`src/rtl/branch_predictor_gshare_if.sv`:
```
// -----------------------------------------------------------------------------
// branch_predictor_gshare_if
//   Bundles the request, result and update channels of the gshare predictor.
//   master : the fetch/execute pipeline (drives requests and resolve updates)
//   slave  : the predictor itself
//
//   Handshake: valid-only, no ready. A request (pred_valid_i) and an update
//   (upd_valid_i) are each consumed on every rising clk edge where they are 1;
//   the predictor never stalls. pred_valid_o is asserted for exactly one cycle,
//   one edge after the request was sampled.
// -----------------------------------------------------------------------------
interface branch_predictor_gshare_if #(
   parameter int PC_W   = 32,
   parameter int IDX_W  = 5,
   parameter int HIST_W = 5
);
   logic              pred_valid_i;
   logic [PC_W-1:0]   pred_pc_i;
   logic              pred_valid_o;
   logic              pred_taken_o;
   logic [IDX_W-1:0]  pred_idx_o;
   logic [HIST_W-1:0] pred_ghr_o;
   logic              upd_valid_i;
   logic [IDX_W-1:0]  upd_idx_i;
   logic [HIST_W-1:0] upd_ghr_i;
   logic              upd_taken_i;
   logic              upd_mispred_i;
   logic [HIST_W-1:0] ghr_o;

   modport master (
      output pred_valid_i, pred_pc_i,
      output upd_valid_i, upd_idx_i, upd_ghr_i, upd_taken_i, upd_mispred_i,
      input  pred_valid_o, pred_taken_o, pred_idx_o, pred_ghr_o, ghr_o
   );

   modport slave (
      input  pred_valid_i, pred_pc_i,
      input  upd_valid_i, upd_idx_i, upd_ghr_i, upd_taken_i, upd_mispred_i,
      output pred_valid_o, pred_taken_o, pred_idx_o, pred_ghr_o, ghr_o
   );
endinterface

```
`src/rtl/branch_predictor_gshare.sv`:
```
// -----------------------------------------------------------------------------
// branch_predictor_gshare
//   Pattern history table of 2^IDX_W saturating CNT_W-bit counters, indexed by
//   PC bits optionally XORed with a global history register (gshare). The GHR
//   is shifted speculatively on each prediction and repaired from the carried
//   snapshot on a mispredict. Predictions have a latency of one cycle.
//
// Ports
//   clk     : rising-edge clock
//   arst_n  : asynchronous active-low reset
//   bus     : slave side of branch_predictor_gshare_if
//               pred_valid_i/pred_pc_i            request from IF
//               pred_valid_o/taken/idx/ghr        registered prediction
//               upd_valid_i/idx/ghr/taken/mispred resolve from EX
//               ghr_o                             current GHR (debug/perf)
// -----------------------------------------------------------------------------
module branch_predictor_gshare #(
   parameter int PC_W    = 32,
   parameter int PC_LSB  = 2,
   parameter int IDX_W   = 5,
   parameter int CNT_W   = 2,
   parameter int HIST_W  = 5,
   parameter int USE_GHR = 1
) (
   input logic                     clk,
   input logic                     arst_n,
   branch_predictor_gshare_if.slave bus
);

   localparam int DEPTH = 1 << IDX_W;
   // Weakly not-taken: MSB clear, all lower bits set (0 when CNT_W=1).
   localparam logic [CNT_W-1:0] CNT_INIT = CNT_W'((1 << (CNT_W - 1)) - 1);
   localparam logic [CNT_W-1:0] CNT_MAX  = {CNT_W{1'b1}};

   logic [CNT_W-1:0]  pht [DEPTH];
   logic [HIST_W-1:0] ghr;

   logic              pred_valid_q;
   logic              pred_taken_q;
   logic [IDX_W-1:0]  pred_idx_q;
   logic [HIST_W-1:0] pred_ghr_q;

   logic [IDX_W-1:0]  pc_idx;
   logic [IDX_W-1:0]  req_idx;
   logic [CNT_W-1:0]  upd_cur;
   logic [CNT_W-1:0]  upd_cnt_next;
   logic [CNT_W-1:0]  rd_cnt;
   logic              req_taken;
   logic              unused_pc_bits;

   // Shift a bit into the history; for HIST_W=1 the result is just the bit.
   function automatic logic [HIST_W-1:0] shift_in(input logic [HIST_W-1:0] h,
                                                   input logic b);
      return (h << 1) | HIST_W'(b);
   endfunction

   assign pc_idx  = bus.pred_pc_i[PC_LSB+IDX_W-1:PC_LSB];
   assign req_idx = (USE_GHR != 0) ? (pc_idx ^ IDX_W'(ghr)) : pc_idx;

   assign unused_pc_bits = ^{bus.pred_pc_i[PC_W-1:PC_LSB+IDX_W],
                             bus.pred_pc_i[PC_LSB-1:0]};

   // Saturating next value for the entry being updated.
   always_comb begin
      upd_cur      = pht[bus.upd_idx_i];
      upd_cnt_next = upd_cur;
      if (bus.upd_taken_i) begin
         if (upd_cur != CNT_MAX) upd_cnt_next = upd_cur + CNT_W'(1);
      end else begin
         if (upd_cur != '0) upd_cnt_next = upd_cur - CNT_W'(1);
      end
   end

   // A same-cycle update to the requested entry is forwarded to the read.
   assign rd_cnt    = (bus.upd_valid_i && (bus.upd_idx_i == req_idx))
                      ? upd_cnt_next : pht[req_idx];
   assign req_taken = rd_cnt[CNT_W-1];

   always_ff @(posedge clk or negedge arst_n) begin
      if (!arst_n) begin
         for (int i = 0; i < DEPTH; i++) pht[i] <= CNT_INIT;
         ghr          <= '0;
         pred_valid_q <= 1'b0;
         pred_taken_q <= 1'b0;
         pred_idx_q   <= '0;
         pred_ghr_q   <= '0;
      end else begin
         if (bus.upd_valid_i) pht[bus.upd_idx_i] <= upd_cnt_next;

         pred_valid_q <= bus.pred_valid_i;
         if (bus.pred_valid_i) begin
            pred_taken_q <= req_taken;
            pred_idx_q   <= req_idx;
            pred_ghr_q   <= ghr;
         end

         // Repair wins over the speculative shift of a same-cycle request.
         if (bus.upd_valid_i && bus.upd_mispred_i)
            ghr <= shift_in(bus.upd_ghr_i, bus.upd_taken_i);
         else if (bus.pred_valid_i)
            ghr <= shift_in(ghr, req_taken);
      end
   end

   assign bus.pred_valid_o = pred_valid_q;
   assign bus.pred_taken_o = pred_taken_q;
   assign bus.pred_idx_o   = pred_idx_q;
   assign bus.pred_ghr_o   = pred_ghr_q;
   assign bus.ghr_o        = ghr;

endmodule
```
`src/flat_wrapper.sv`:
```
// flat-port wrapper written by rule: the top's interface ports become plain ports
module branch_predictor_gshare_flat 
#(
   parameter int PC_W    = 32,
   parameter int PC_LSB  = 2,
   parameter int IDX_W   = 5,
   parameter int CNT_W   = 2,
   parameter int HIST_W  = 5,
   parameter int USE_GHR = 1
)
  (clk, arst_n, bus_pred_valid_i, bus_pred_pc_i, bus_upd_valid_i, bus_upd_idx_i, bus_upd_ghr_i, bus_upd_taken_i, bus_upd_mispred_i, bus_pred_valid_o, bus_pred_taken_o, bus_pred_idx_o, bus_pred_ghr_o, bus_ghr_o);
  branch_predictor_gshare_if #(.PC_W(PC_W), .IDX_W(IDX_W), .HIST_W(HIST_W)) bus_i ();
  input logic clk;
  input logic arst_n;
  input wire logic [$bits(bus_i.pred_valid_i)-1:0] bus_pred_valid_i;
  input wire logic [$bits(bus_i.pred_pc_i)-1:0] bus_pred_pc_i;
  input wire logic [$bits(bus_i.upd_valid_i)-1:0] bus_upd_valid_i;
  input wire logic [$bits(bus_i.upd_idx_i)-1:0] bus_upd_idx_i;
  input wire logic [$bits(bus_i.upd_ghr_i)-1:0] bus_upd_ghr_i;
  input wire logic [$bits(bus_i.upd_taken_i)-1:0] bus_upd_taken_i;
  input wire logic [$bits(bus_i.upd_mispred_i)-1:0] bus_upd_mispred_i;
  output wire logic [$bits(bus_i.pred_valid_o)-1:0] bus_pred_valid_o;
  output wire logic [$bits(bus_i.pred_taken_o)-1:0] bus_pred_taken_o;
  output wire logic [$bits(bus_i.pred_idx_o)-1:0] bus_pred_idx_o;
  output wire logic [$bits(bus_i.pred_ghr_o)-1:0] bus_pred_ghr_o;
  output wire logic [$bits(bus_i.ghr_o)-1:0] bus_ghr_o;
  assign bus_i.pred_valid_i = bus_pred_valid_i;
  assign bus_i.pred_pc_i = bus_pred_pc_i;
  assign bus_i.upd_valid_i = bus_upd_valid_i;
  assign bus_i.upd_idx_i = bus_upd_idx_i;
  assign bus_i.upd_ghr_i = bus_upd_ghr_i;
  assign bus_i.upd_taken_i = bus_upd_taken_i;
  assign bus_i.upd_mispred_i = bus_upd_mispred_i;
  assign bus_pred_valid_o = bus_i.pred_valid_o;
  assign bus_pred_taken_o = bus_i.pred_taken_o;
  assign bus_pred_idx_o = bus_i.pred_idx_o;
  assign bus_pred_ghr_o = bus_i.pred_ghr_o;
  assign bus_ghr_o = bus_i.ghr_o;
  branch_predictor_gshare #(.PC_W(PC_W), .PC_LSB(PC_LSB), .IDX_W(IDX_W), .CNT_W(CNT_W), .HIST_W(HIST_W), .USE_GHR(USE_GHR)) u_core (.clk(clk), .arst_n(arst_n), .bus(bus_i));
endmodule
```
`config.mk`:
```
export PLATFORM = sky130hd
export DESIGN_NAME = branch_predictor_gshare_flat
export DESIGN_NICKNAME = d
export VERILOG_FILES = /design/src/rtl/branch_predictor_gshare_if.sv /design/src/rtl/branch_predictor_gshare.sv /design/src/flat_wrapper.sv
export SDC_FILE = /design/constraint.sdc
export NUM_CORES = 1
export LEC_CHECK = 0
export ABC_AREA = 1
export BUFFER_PORTS_ARGS = -buffer_cell sky130_fd_sc_hd__buf_4
export CAP_MARGIN = 10
export CORE_ASPECT_RATIO = 1.1
export CORE_MARGIN = 2
export CORE_UTILIZATION = 50
export CTS_BUF_LIST = sky130_fd_sc_hd__clkbuf_8 sky130_fd_sc_hd__clkbuf_16
export DETAILED_ROUTE_END_ITERATION = 10
export HOLD_SLACK_MARGIN = 0.06
export PLACE_DENSITY = 0.72
export SLEW_MARGIN = 20
export SYNTH_ARGS = -nofsm -noshare
export SYNTH_HDL_FRONTEND = slang
export SYNTH_SLANG_ARGS = --single-unit
export TNS_END_PERCENT = 50
```
`constraint.sdc`:
```
create_clock -name clk -period 1.53 [get_ports clk]
set_input_delay 0.306 -clock clk [delete_from_list [all_inputs] [get_ports clk]]
set_output_delay 0.306 -clock clk [all_outputs]
set_load 0.05 [all_outputs]
```
==> flow_summary.toml, run 1 <==
[setup_path]
reg2reg_from = "u_core.bus.ghr_o[0]$_DFFE_PN0P_"
path_class = "reg -> reg"
cp.arrival_ns = 1.95
crit_family = "simple AND/OR/NAND/NOR gates"
crit_fanout = 5
cp_data_required_time_ns = 1.79
critical_path.startpoint = "u_core.bus.ghr_o[0]$_DFFE_PN0P_"
cp-start-kind = "flop"
cpPeakStageDelay_ns = 0.46
rrSetupSlack_ns = -0.15
crit_top_cell = "nand3_1"
crit_chain = "nand2_2 -> buf_4 -> nand3_1 -> nand3_1 -> nand3_1 -> nand3_1 -> nand3_2 -> nand3_2 -> nand2_2 -> nand2_2 -> nand2_1"
cp_num_buf_inv = 1
cp-end-kind = "flop"
cp_slowest_cell = "dfrtp_2"

[logic_synthesis]
synthTopCellsByArea = "dfrtp_1 (26%), nand2_1 (22%), dfstp_2 (18%)"
avgSynthCellArea_um2 = 7.52
ys_warn_count = 0
syn_area_um2 = 4790
synth_fp_nets = 685
syn_inst = 637
ys_ff_latch = 81
netlist.area_leader.share = 0.256
synth.distinct_cells = 29
ys_seq_area_frac = 0.432
synth_top_area_cell = "dfrtp_1"

[place]
place.gp.congestion = 0.933
dp_hpwl_um = 9840
portBuffers = 36

[die]
io-pin-count = 65
die_area_um2 = 10400
die_y_um = 107
die_x_um = 97.3
start_util = 0.512
num_rows = 37
core_area_um2 = 9350

[final_layout]
register_area_um2 = 2070
layout_common_cells = "nand2_1 (261), buf_4 (136), o21ai_2 (53), inv_1 (46), dfrtp_1 (44)"
drive_above_1_share = 0.444
multiInputGateArea_um2 = 2590
layout_commonest_cell = "nand2_1"
nNetsFinal = 827
syn_to_final_growth_pct = 39.4
diodes = 0
nFillCells = 702

[worst_hold_path]
hold_start = "bus_pred_valid_i"
hp-class = "in -> reg"

[clocking]
clk_path_buf_depth = 2
cts_buffers = 9
worst_skew_pair.late_latency_ns = 0.37
path_clk_slew_ns = 0.09
clock_sinks = 81
htreeDepth = 3
cts_tree = "done"
root_buffer = "clkbuf_8"

[global_routing]
grt.overflow.total = 0
grt_pass1_wl_um = 22400
antenna_found_initial = 0
grt_start_max_net_pins = 82
grt_pass1_vias = 4607
track_usage = 0.276

[pwr]
total_leakage_power_uw = 0.00327
peakVddDrop_mv = 0.697
p_total_uw = 8060
power_density_nw_per_um2 = 1210

[run_status]
failed_checks = "setup timing"
status = "complete, but fails checks"

[sta]
period_minus_slack_ns = 1.68
rsz0062_at_grt = "yes"
finClkSkew_ns = 0.0167
finalHoldViolations = 0
max_slew_margin = 0.699
fin_crit_sh = 1.10
setup_viol = 66
setup_slack_ns = -0.152
drv_slew = 0
hold_ws_ns = 0.0910
max_freq_mhz = 595
max_slew.worst_pin.slew_ns = 0.451

[route]
drt_iter0_markers = 356
vias = 4837
drc_errors = 0
routed_wl_um = 14800
vias_per_cell = 5.37
ant_nets = 0
wl_per_cell_um = 16.4
dr.pass1.iters = 5

[flow_run]
maxCapViolCount = 0
==> path summary, 6_finish.rpt <==
| check | to | depth (start not counted) |
|---|---|---|
| max | u_core.bus.pred_taken_o$_DFFE_PN0P_ | 11 |
| min reg2reg | u_core.pht[20]$_DFFE_PN1P_ | 2 |
| min in group asynchronous | u_core.bus.pred_ghr_o[3]$_DFFE_PN0P_ | 3 |
| max in group asynchronous | u_core.pht[42]$_DFFE_PN1P_ | 3 |
| max reg2reg | u_core.bus.pred_taken_o$_DFFE_PN0P_ | 11 |
| min | u_core.bus.pred_valid_o$_DFF_PN0_ | 1 |
==> Yosys cell counts, drive strengths merged <==
master / n
xnor2: 2
nor4: 4
nor2: 26
or2: 2
o21ai: 81
o22ai: 1
nor3: 9
clkbuf: 6
dfrtp: 49
nand4: 3
inv: 57
buf: 18
a21oi: 12
xor2: 4
nand2: 289
nand3: 41
dfstp: 32
nand3b: 1
==> metrics by stage <==
step	setup slack [ns]	instances	util	instance area, um2	TNS, ns
floorplan	-0.0991	637	-	4890	-4.29
global placement	-0.318	872	0.645	6040	-19.83
detailed placement	-0.364	872	0.645	6040	-21.57
CTS	-0.120	892	0.682	6370	-5.16
global route	-0.236	901	0.714	6670	-12.99
finish	-0.152	901	0.714	6670	-7.05
==> per-layer routing <==
| layer | vias to the layer above | GRT usage | share of wire |
|---|---|---|---|
| met4 | 0 | 0.117 | 0.032 |
| met5 | - | 0 | 0 |
| met2 | 215 | 0.477 | 0.51 |
| li1 | 2313 | - | - |
| met1 | 2260 | 0.343 | 0.39 |
| met3 | 49 | 0.0482 | 0.069 |
==> sequential cells by signal, indices dropped and copies added (netlist names) <==
signal,count
u_core.bus.pred_ghr_o,5
u_core.bus.pred_taken_o,1
u_core.bus.pred_idx_o,5
u_core.bus.pred_valid_o,1
u_core.pht,64
u_core.bus.ghr_o,5
==> what timing repair did <==
item,CTS,global route
gates cloned,1,4
hold buffers,1,0
endpoints found under the hold margin,49,0
setup endpoints to repair,66,66
resized for setup,18,46
pin swaps,11,26
buffers inserted,2,5
==> worst reg2reg max path, delay by kind of cell (launching register included) <==
family / cells / cell delay [ns]
buf+inv: 1 / 0.17
flops: 1 / 0.46
simple gates: 10 / 0.95
==> layout make-up <==
cell class                      count  area share
Clock buffer                        9      0.0186
Clock inverter                      7      0.0129
Inverter                           57      0.0354
Multi-Input combinational cell    475       0.388
Sequential cell                    81       0.311
Tap cell                          117      0.0219
Timing Repair Buffer              155       0.213
==> logic make-up (layout without fill, tap and decap cells) <==
| logic type | after synthesis | after routing | share of synthesized area |
|---|---|---|---|
| XOR/XNOR | 6 | 6 | 0.0110 |
| AO/OA/AOI/OAI | 94 | 94 | 0.146 |
| buffers and inverters | 81 | 228 | 0.0829 |
| flip-flops | 81 | 81 | 0.432 |
| AND/OR/NAND/NOR | 375 | 375 | 0.329 |
==> power breakdown <==
| part | leakage (uW) | total, uW | switching, uW | internal [uW] |
|---|---|---|---|---|
| sequential | 0.000962 | 2950 | 252 | 2700 |
| clock | 0.000110 | 1720 | 815 | 905 |
| combinational | 0.00220 | 3390 | 1930 | 1460 |
(Power assumes the default switching activity.)
==> run 2: changes to the inputs <==
--- a/config.mk
+++ b/config.mk
@@ -11,7 +11,6 @@
 export CORE_ASPECT_RATIO = 1.1
 export CORE_MARGIN = 2
 export CORE_UTILIZATION = 50
-export CTS_BUF_LIST = sky130_fd_sc_hd__clkbuf_8 sky130_fd_sc_hd__clkbuf_16
 export DETAILED_ROUTE_END_ITERATION = 10
 export HOLD_SLACK_MARGIN = 0.06
 export PLACE_DENSITY = 0.72
==> flow_summary.toml, run 2 (same netlist as run 1, synthesis figures left out) <==
[worst_hold_path]
hp-class = "in -> reg"
min_to = "u_core.bus.pred_valid_o$_DFF_PN0_"
hold_path_depth = 1
hold_start = "bus_pred_valid_i"

[final_layout]
stdcell_count = 901
nNetsFinal = 827
syn_to_final_growth_pct = 39.4
layout_common_cells = "nand2_1 (261), buf_4 (136), o21ai_2 (53), inv_1 (45), dfrtp_1 (44)"
regMostFlops = "u_core.pht"
finish.instance_area_um2 = 6670
largest_reg_flops = 64
nFillCells = 702
register_area_um2 = 2070
drive_above_1_share = 0.444
diodes = 0
multiInputGateArea_um2 = 2590
layout_commonest_cell = "nand2_1"

[setup_path]
cpPeakStageDelay_ns = 0.47
path_class = "reg -> reg"
rr_worst_depth = 11
cp.arrival_ns = 1.94
crit_top_cell = "nand3_1"
reg2reg_from = "u_core.bus.ghr_o[0]$_DFFE_PN0P_"
cp-start-kind = "flop"
crit_fanout = 5
worst_r2r_endpoint = "u_core.bus.pred_taken_o$_DFFE_PN0P_"
crit_chain = "nand2_2 -> buf_4 -> nand3_1 -> nand3_1 -> nand3_1 -> nand3_1 -> nand3_2 -> nand3_2 -> nand2_2 -> nand2_2 -> nand2_1"
rrSetupSlack_ns = -0.15
cp-end-kind = "flop"
cp_slowest_cell = "dfrtp_2"
cp_data_required_time_ns = 1.79

[global_routing]
track_usage = 0.276
grt.overflow.total = 0
grt_start_max_net_pins = 82
grt_pass1_wl_um = 22400
antenna_found_initial = 0
grt_pass1_vias = 4607

[route]
drt_iter0_markers = 366
routed_wl_um = 14700
dr.pass1.iters = 5
ant_nets = 0
vias_per_cell = 5.41
wl_per_cell_um = 16.3
vias = 4870
drc_errors = 0

[place]
placed_area_um2 = 6040
place.gp.congestion = 0.933
dp_hpwl_um = 9840
portBuffers = 36
dp.cells = 872

[clocking]
clk_path_buf_depth = 2
cts_buffers = 9
root_buffer = "clkbuf_8"
htreeDepth = 3
path_clk_slew_ns = 0.09
cts_tree = "done"
worst_skew_pair.late_latency_ns = 0.37
clock_sinks = 81

[run_status]
status = "complete, but fails checks"
failed_checks = "setup timing"

[sta]
max_freq_mhz = 596
finalHoldViolations = 0
max_slew_margin = 0.703
finClkSkew_ns = 0.0181
hold_ws_ns = 0.0933
setup_slack_ns = -0.148
setup_viol = 66
rsz0062_at_grt = "yes"
max_slew.worst_pin.slew_ns = 0.446
fin_crit_sh = 1.10
finalSetupTns_ns = -6.52
drv_slew = 0
period_minus_slack_ns = 1.68

[die]
start_util = 0.512
io-pin-count = 65
die_area_um2 = 10400
die_x_um = 97.3
num_rows = 37
die_y_um = 107
core_area_um2 = 9350

[pwr]
total_leakage_power_uw = 0.00327
peakVddDrop_mv = 0.696
power_density_nw_per_um2 = 1210

[flow_run]
maxCapViolCount = 0
==> run 2: cell types whose count changed in the layout (fill, tap and decap cells not counted) <==
cell / delta
inv_1: -1
clkbuf_1: +1
==> run 2: through the flow <==
stage | util | power [uW] | setup WS, ns
after detailed placement | 0.645 | 5860 | -0.364
final | 0.714 | 8060 | -0.148
after global placement | 0.645 | 5780 | -0.318
after global routing | 0.714 | 8460 | -0.236
after floorplan | - | 4720 | -0.0991
after CTS | 0.682 | 7710 | -0.119
==> run 2: per-layer routing <==
| metal | vias up | global-route usage | wire (um) |
|---|---|---|---|
| li1 | 2314 | - | - |
| met2 | 233 | 0.477 | 7340 |
| met3 | 45 | 0.0482 | 1160 |
| met1 | 2278 | 0.343 | 5720 |
| met4 | 0 | 0.117 | 454 |
| met5 | - | 0 | 0 |
==> run 2: repair_timing <==
item	in CTS	in global routing
gates cloned	1	4
hold buffers	1	0
endpoints found under the hold margin	49	0
resized for setup	18	46
setup endpoints to repair	66	66
buffers inserted	2	5
pin swaps	11	26
==> run 2: worst max path at each step <==
stage,start,to
after floorplan,bus_upd_idx_i[0],u_core.pht[33]$_DFFE_PN0P_
after global placement,bus_upd_idx_i[0],u_core.pht[1]$_DFFE_PN0P_
after detailed placement,bus_upd_idx_i[0],u_core.pht[1]$_DFFE_PN0P_
after CTS,u_core.pht[53]$_DFFE_PN0P_,u_core.pht[43]$_DFFE_PN0P_
after global routing,u_core.pht[19]$_DFFE_PN0P_,u_core.pht[24]$_DFFE_PN1P_
final,u_core.bus.ghr_o[0]$_DFFE_PN0P_,u_core.bus.pred_taken_o$_DFFE_PN0P_
==> run 2: worst max-delay path: cells and delay by family, from the launching register on <==
kind	cells	cell delay [ns]
DFF	1	0.47
buffers and inverters	1	0.16
and+or+nand+nor	10	0.95
==> run 2: cell type report <==
class,instances,share of cell area
clock inverter,6,0.0124
tap,117,0.0219
sequential,81,0.311
clock buffer,10,0.0191
timing repair buffer,155,0.213
multi-input combinational,475,0.388
inverter,57,0.0354
==> run 2: power by group <==
group          switching, uW  internal (uW)  leakage [uW]
registers                250           2700      0.000962
clock network            815            911      0.000106
logic                   1930           1460       0.00220
total                   2990           5070       0.00327
